<file path="src/rtl/hub75_pkg.sv">
// Shared HUB75 panel parameters, FSM encoding and pixel type for the driver and receiver.
// Constants only; no logic, no latency, no flow control.
package hub75_pkg;
  localparam int NUM_COLS    = 64;
  localparam int ROW_W       = 5;
  localparam int PLANES      = 4;
  localparam int SYNC_STAGES = 2;
  localparam int ONT_W       = 16;
  localparam int COL_W       = $clog2(NUM_COLS);
  localparam int PL_W        = $clog2(PLANES);
  // One extra bit so the column counter can represent a completely filled line.
  localparam int CNT_W       = COL_W + 1;

  typedef enum logic [1:0] {
    IDLE  = 2'd0,
    DRAIN = 2'd1,
    DONE  = 2'd2
  } state_t;

  typedef struct packed {
    logic [2:0] rgb0;
    logic [2:0] rgb1;
  } pixel_t;

  function automatic logic [PL_W-1:0] next_plane(input logic [PL_W-1:0] p);
    return (p == PL_W'(PLANES - 1)) ? '0 : p + 1'b1;
  endfunction
endpackage

</file>
<file path="src/rtl/hub75_sync_edge.sv">
// N-stage synchronizer with rise/fall pulses taken from the last two synced samples.
// Latency STAGES clk to o_q, one more compare for edges; no backpressure, free-running.
module hub75_sync_edge #(
  parameter int   STAGES  = 2,
  parameter logic RST_VAL = 1'b0
) (
  input  logic i_clk,
  input  logic i_rst,
  input  logic i_d,
  output logic o_q,
  output logic o_rise,
  output logic o_fall
);
  logic [STAGES-1:0] r_sync;
  logic              r_prev;

  always_ff @(posedge i_clk or posedge i_rst) begin
    if (i_rst) begin
      r_sync <= {STAGES{RST_VAL}};
      r_prev <= RST_VAL;
    end else begin
      r_sync <= STAGES'({r_sync, i_d});
      r_prev <= r_sync[STAGES-1];
    end
  end

  assign o_q    = r_sync[STAGES-1];
  assign o_rise = r_sync[STAGES-1] & ~r_prev;
  assign o_fall = ~r_sync[STAGES-1] & r_prev;
endmodule

</file>
<file path="src/rtl/hub75_rx.sv">
// HUB75 receiver: rebuilds shifted lines into {row,col} pixel writes and measures NOE-low time per plane.
// First write SYNC_STAGES+2 clk after latch rises; no backpressure, a latch during drain is dropped and flagged.
module hub75_rx
  import hub75_pkg::*;
(
  input  logic                   i_clk,
  input  logic                   i_rst,
  input  logic                   i_lp_clk,
  input  logic                   i_latch,
  input  logic                   i_noe,
  input  logic [ROW_W-1:0]       i_row,
  input  logic [2:0]             i_rgb0,
  input  logic [2:0]             i_rgb1,
  output logic                   o_wr_en,
  output logic [ROW_W+COL_W-1:0] o_wr_addr,
  output logic [5:0]             o_wr_data,
  output logic [PL_W-1:0]        o_wr_plane,
  output logic                   o_line_done,
  output logic [ONT_W-1:0]       o_on_time,
  output logic                   o_on_valid,
  output logic                   o_err_short,
  output logic                   o_err_long,
  output logic                   o_err_overrun
);
  localparam int BUS_W = ROW_W + 6;

  logic w_lp_q, w_lp_rise, w_lp_fall;
  logic w_latch_q, w_latch_rise, w_latch_fall;
  logic w_noe_s, w_noe_rise, w_noe_fall;
  logic w_unused_edges;

  hub75_sync_edge #(.STAGES(SYNC_STAGES), .RST_VAL(1'b0)) u_lp_sync (
    .i_clk(i_clk), .i_rst(i_rst), .i_d(i_lp_clk),
    .o_q(w_lp_q), .o_rise(w_lp_rise), .o_fall(w_lp_fall)
  );

  hub75_sync_edge #(.STAGES(SYNC_STAGES), .RST_VAL(1'b0)) u_latch_sync (
    .i_clk(i_clk), .i_rst(i_rst), .i_d(i_latch),
    .o_q(w_latch_q), .o_rise(w_latch_rise), .o_fall(w_latch_fall)
  );

  // NOE idles high (dark) so the lit-time counter does not run while leaving reset.
  hub75_sync_edge #(.STAGES(SYNC_STAGES), .RST_VAL(1'b1)) u_noe_sync (
    .i_clk(i_clk), .i_rst(i_rst), .i_d(i_noe),
    .o_q(w_noe_s), .o_rise(w_noe_rise), .o_fall(w_noe_fall)
  );

  assign w_unused_edges = ^{w_lp_q, w_lp_fall, w_latch_q, w_latch_fall, w_noe_rise, w_noe_fall};

  // Row and RGB see the same delay as lp_clk so the rising edge lines up with its data.
  logic [SYNC_STAGES-1:0][BUS_W-1:0] r_bus_s;
  logic [ROW_W-1:0]                  w_row_s;
  pixel_t                            w_pix;

  always_ff @(posedge i_clk or posedge i_rst) begin
    if (i_rst) r_bus_s <= '0;
    else       r_bus_s <= (SYNC_STAGES * BUS_W)'({r_bus_s, i_row, i_rgb0, i_rgb1});
  end

  assign w_row_s = r_bus_s[SYNC_STAGES-1][BUS_W-1:6];
  assign w_pix   = pixel_t'(r_bus_s[SYNC_STAGES-1][5:0]);

  state_t                     r_state, w_state_next;
  logic [CNT_W-1:0]           r_col, w_col_next;
  logic [COL_W-1:0]           r_k;
  pixel_t [NUM_COLS-1:0]      r_shift_buf, w_buf_next, r_hold_buf;
  logic [ROW_W-1:0]           r_row_l;
  logic                       r_have_row;
  logic [PL_W-1:0]            r_plane;
  logic [ONT_W-1:0]           r_ont;
  logic                       w_col_full, w_shift, w_accept;

  assign w_col_full = (r_col == CNT_W'(NUM_COLS));
  assign w_shift    = w_lp_rise & ~w_col_full;
  assign w_accept   = w_latch_rise & (r_state == IDLE);

  // Shift view including this cycle's pixel, so a coincident latch captures it.
  always_comb begin
    w_buf_next = r_shift_buf;
    w_col_next = r_col;
    if (w_shift) begin
      w_buf_next[r_col[COL_W-1:0]] = w_pix;
      w_col_next                   = r_col + 1'b1;
    end
  end

  logic r_err_short, r_err_long, r_err_overrun;
  logic [ONT_W-1:0] r_on_time;
  logic             r_on_valid;

  always_ff @(posedge i_clk or posedge i_rst) begin
    if (i_rst) begin
      r_col         <= '0;
      r_shift_buf   <= '0;
      r_hold_buf    <= '0;
      r_row_l       <= '0;
      r_have_row    <= 1'b0;
      r_plane       <= '0;
      r_err_short   <= 1'b0;
      r_err_long    <= 1'b0;
      r_err_overrun <= 1'b0;
      r_on_time     <= '0;
      r_on_valid    <= 1'b0;
    end else begin
      r_on_valid <= 1'b0;
      if (w_lp_rise && w_col_full) r_err_long <= 1'b1;
      if (w_latch_rise) begin
        r_col      <= '0;
        r_on_time  <= r_ont;
        r_on_valid <= 1'b1;
        if (w_col_next != CNT_W'(NUM_COLS)) r_err_short <= 1'b1;
        if (r_state != IDLE) begin
          r_err_overrun <= 1'b1;
        end else begin
          r_hold_buf  <= w_buf_next;
          r_shift_buf <= '0;
          r_row_l     <= w_row_s;
          r_have_row  <= 1'b1;
          r_plane     <= (r_have_row && (w_row_s == r_row_l)) ? next_plane(r_plane) : '0;
        end
      end else begin
        r_col       <= w_col_next;
        r_shift_buf <= w_buf_next;
      end
    end
  end

  always_ff @(posedge i_clk or posedge i_rst) begin
    if (i_rst)                         r_ont <= '0;
    else if (w_accept)                 r_ont <= '0;
    else if (!w_noe_s && r_ont != '1)  r_ont <= r_ont + 1'b1;
  end

  always_ff @(posedge i_clk or posedge i_rst) begin
    if (i_rst) r_state <= IDLE;
    else       r_state <= w_state_next;
  end

  always_comb begin
    w_state_next = r_state;
    case (r_state)
      IDLE:    if (w_accept) w_state_next = DRAIN;
      DRAIN:   if (r_k == COL_W'(NUM_COLS - 1)) w_state_next = DONE;
      DONE:    w_state_next = IDLE;
      default: w_state_next = IDLE;
    endcase
  end

  logic                   r_wr_en, r_line_done;
  logic [ROW_W+COL_W-1:0] r_wr_addr;
  logic [5:0]             r_wr_data;
  logic [PL_W-1:0]        r_wr_plane;

  always_ff @(posedge i_clk or posedge i_rst) begin
    if (i_rst) begin
      r_k         <= '0;
      r_wr_en     <= 1'b0;
      r_wr_addr   <= '0;
      r_wr_data   <= '0;
      r_wr_plane  <= '0;
      r_line_done <= 1'b0;
    end else begin
      r_wr_en     <= (r_state == DRAIN);
      r_line_done <= (r_state == DONE);
      if (r_state == DRAIN) begin
        r_k        <= r_k + 1'b1;
        r_wr_addr  <= {r_row_l, r_k};
        r_wr_data  <= r_hold_buf[r_k];
        r_wr_plane <= r_plane;
      end else begin
        r_k <= '0;
      end
    end
  end

  assign o_wr_en       = r_wr_en;
  assign o_wr_addr     = r_wr_addr;
  assign o_wr_data     = r_wr_data;
  assign o_wr_plane    = r_wr_plane;
  assign o_line_done   = r_line_done;
  assign o_on_time     = r_on_time;
  assign o_on_valid    = r_on_valid;
  assign o_err_short   = r_err_short;
  assign o_err_long    = r_err_long;
  assign o_err_overrun = r_err_overrun;
endmodule

</file>
<file path="config.mk">
export PLATFORM = sky130hd
export DESIGN_NAME = hub75_rx
export DESIGN_NICKNAME = d
export VERILOG_FILES = /design/src/rtl/hub75_pkg.sv /design/src/rtl/hub75_sync_edge.sv /design/src/rtl/hub75_rx.sv
export SDC_FILE = /design/constraint.sdc
export NUM_CORES = 2
export LEC_CHECK = 0
export CORE_UTILIZATION = 45
export CTS_BUF_LIST = sky130_fd_sc_hd__clkbuf_8
export DETAILED_ROUTE_END_ITERATION = 12
export GPL_ROUTABILITY_DRIVEN = 0
export PLACE_DENSITY = 0.68
export SETUP_SLACK_MARGIN = 0.5
export SKIP_LAST_GASP = 1
export SLEW_MARGIN = 20
export SYNTH_ARGS = -nofsm -noshare
export SYNTH_HDL_FRONTEND = slang
export SYNTH_SLANG_ARGS = --single-unit
</file>
<file path="constraint.sdc">
create_clock -name i_clk -period 34.1 [get_ports i_clk]
set_input_delay 6.82 -clock i_clk [delete_from_list [all_inputs] [get_ports i_clk]]
set_output_delay 6.82 -clock i_clk [all_outputs]
set_load 0.005 [all_outputs]
</file>
==> summary.md <==
| Metric | Value |
|---|---|
| Status | `complete, no violations` |
| Worst-Skew Late Latency | `830 ps` |
| Initial antenna violation count | `1` |
| YS warnings | `0` |
| Clk pin slew, worst setup/hold paths | `60 ps` |
| Starting DRT DRC Count | `2488` |
| Fill count | `7653` |
| Skew final | `34.9 ps` |
| R2R Setup Slk | `28720 ps` |
| Crit path required time | `34800 ps` |
| Yosys reg bits | `878` |
| Layout area overhead | `10.7%` |
| Leakage power | `0.0194 µW` |
| Fin. Hold Viols | `0` |
| Global-route wire length before repair | `163 mm` |
| Met2 WL | `45.0 mm` |
| Crit path from | `i_rst` |
| CP Launch Type | `primary input` |
| Worst path slowest cell | `buf_4` |
| Max clock buf depth | `3` |
| Std-Cell Rows | `108` |
| Critical Path, Cell by Cell | `clkdlybuf4s50_1, inv_8, buf_4, buf_12` |
| Critical path endpoint | `r_bus_s[13]` |
| Part of the power in registers | `48.3%` |
| Layout cells sized above 1 | `13.8%` |
| Worst r2r dst | `r_hold_buf[133]` |
| CTS tree | `yes` |
| Period utilization | `26.3%` |
| IO Pins | `57` |
| WP data arrival | `9680 ps` |
| Total gr overflow | `0` |
| Clock Sinks | `878` |
| H-tree depth | `4` |
| Tot GR Track Use | `23.3%` |
| Seq/Total Area, Yosys | `55.3%` |
| HP Class | `reg2reg` |
| Multi-input gate area | `0.0167 mm²` |
| PwrDens | `54.4 mW/mm²` |
| Post-CTS Resized | `0` |
| Top_reg_cell synth | `dfrtp_1` |
| Post-route ant nets | `0` |
| Nets | `3441` |
| CP Capture Type | `async pin` |
| # port buffers | `56` |
| Initial Util | `45.6%` |
| Vias | `27.3k` |
| Core area | `0.0872 mm²` |
| TritonCTS Buffers | `143` |
| Uppermost layer routed | `met4` |
| Metal3 WL | `6.29 mm` |
| FF-to-FF path depth | `8` |
| Max Cap Viol | `0` |
| Power Total | `2390 µW` |
| Remaining DRCs | `0` |
| DP Wirelength | `63.0 mm` |
| Core Util, Final | `50.5%` |
| Cell Int Power | `1710 µW` |
| Avg Vias per Cell | `5.83` |
| NetSw | `689 µW` |
| Avg Inst Size Synth | `11.6 µm²` |
| FF/Latch Area | `0.0220 mm²` |
| Routed len/inst | `21.8 µm` |
| Crit path time final | `8980 ps` |
| Ys async rst share | `100%` |
| Max_slew headroom | `29.0%` |
| F_max | `0.111 GHz` |
| Slew @ Worst Pin | `1060 ps` |
| Worst path max stage delay | `840 ps` |
| Cells after Synth | `3440` |
| Netlist Area Pre-Place | `0.0398 mm²` |
| FF-to-FF Start | `u_latch_sync.r_sync[1]` |
| Crit Path Category | `in2async` |
| Clock share of power | `39.0%` |
| WL met1 | `49.1 mm` |
| Final-report max-slew violation count | `0` |
| Die area | `0.0895 mm²` |
| WHS | `343 ps` |
| Post-synth cell types | `63` |
| Switching Share | `28.8%` |
| Clk root buf | `clkbuf_8` |
| Die X | `299 µm` |
| RSZ-0062 raised after global routing | `no` |
| Post-synthesis net count | `3461` |
| Worst-path maximum fanout | `173` |
| Setup bufs post-CTS | `0` |
| CTS hold repair buffers | `0` |
| Final setup viols | `0` |
| Worst vdd ir | `0.0448 mV` |
| Combinational group share of total power | `12.7%` |
| EDFF count, synth | `0` |
| Die height | `299 µm` |
| DRT Wirelength | `102 mm` |
| Largest net degree at the start of global routing | `176` |
| Drt first pass iters | `5` |
| Aggregate negative setup slack | `0 ps` |
| Vias in the first global route | `27.1k` |
==> cells in the mapped netlist (10+ instances only) <==
cell type | count | area share (%)
nand2_1 | 578 | 5.5
clkbuf_1 | 210 | 2.0
nand4_1 | 16 | 0.25
nor2_4 | 32 | 0.91
xnor2_1 | 16 | 0.35
nor3_2 | 25 | 0.63
xor2_1 | 11 | 0.24
o21ai_0 | 357 | 4.5
buf_2 | 23 | 0.29
a22o_1 | 397 | 8.7
nor3_1 | 19 | 0.24
a31oi_1 | 31 | 0.49
nor2_1 | 85 | 0.80
mux4_2 | 90 | 5.1
dfrtp_1 | 876 | 55
mux2i_1 | 367 | 9.2
buf_1 | 13 | 0.12
o21ai_1 | 81 | 1.0
nand3_1 | 12 | 0.15
buf_4 | 14 | 0.26
a22oi_1 | 30 | 0.57
nor2_2 | 26 | 0.41
nor2_8 | 10 | 0.50
==> stage by stage <==
stage,instances,instance area (µm²),setup slack (ps)
after global placement,4430,41100,24210
after CTS,4686,44000,25120
after detailed placement,4430,41100,24210
after global routing,4687,44000,24700
after floorplan,3440,39800,2610
final,4687,44000,25120
==> cells in the final DEF (no fill, tap or decap), types with 5 or more instances in the layout <==
master,n
mux2i_1,367
clkbuf_8,180
nor2b_1,6
mux4_2,90
o21ai_0,356
buf_4,41
xor2_1,11
o221ai_1,6
nand2b_1,8
nor3_2,26
clkinv_2,15
a21oi_1,8
dfrtp_1,868
dfrtp_4,8
nor2_4,32
a22o_1,397
a22oi_1,30
or3_1,6
ha_1,5
clkdlybuf4s50_1,56
and3_1,7
nor2_2,26
mux2_2,6
nand2_2,8
nand4_1,16
nand2_1,578
nor2_1,85
xnor2_1,16
nor3_1,18
nor2_8,10
inv_6,8
o21ai_1,81
inv_1,53
a31oi_1,31
nand3_1,12
==> power groups by stage <==
stage               logic (µW)  registers, µW  clock network [µW]
finish                     305           1160                 934
floorplan                  231           1130                   0
global placement           302           1170                   0
detailed placement         305           1170                   0
CTS                        306           1160                 953
global route               329           1160                 999
==> critical path, delay by kind of cell <==
family	cells	cell delay [ps]
buffers and inverters	4	2610
==> state kept, by name (all words and copies together), names as in the netlist, 5 cells and up <==
name and flops:
o_on_time 16, o_wr_addr 11, r_ont 16, r_shift_buf 384, r_col 7, o_wr_data 6
r_hold_buf 384, r_row_l 5, r_bus_s 22, r_k 6
==> kinds of logic after synthesis <==
kind of cell	synth area share, %
muxes	14.5
buffers and inverters	2.86
adders and majority gates	0.157
DFF	55.3
xor gates and xnor gates	0.595
AOI/OAI and AO/OA	15.7
and+or+nand+nor	10.9
==> layer usage <==
layer | global-route usage [%] | up-vias
met5 | 0 | -
met4 | 7.22 | 0
met3 | 3.88 | 134
met2 | 33.8 | 844
met1 | 35.6 | 13879
li1 | - | 12468
==> layout make-up <==
cell class	instances	area share [%]
Clock inverter	76	1.00
Timing Repair Buffer	99	2.06
Multi-Input combinational cell	2289	37.9
Antenna cell	1	0.00569
Clock buffer	180	5.63
Inverter	9	0.105
Tap cell	1155	3.28
Sequential cell	878	50.0
==> how the worst min path moves through the flow <==
stage	start	end	slack (ps)	cells after the start
floorplan	r_bus_s[0]	r_bus_s[11]	330	0
global placement	r_bus_s[2]	r_bus_s[13]	330	0
detailed placement	u_lp_sync.r_sync[0]	u_lp_sync.r_sync[1]	330	0
CTS	r_bus_s[4]	r_bus_s[15]	350	0
global route	u_lp_sync.r_sync[0]	u_lp_sync.r_sync[1]	350	0
finish	u_lp_sync.r_sync[0]	u_lp_sync.r_sync[1]	340	0
(Power assumes the default switching activity.)
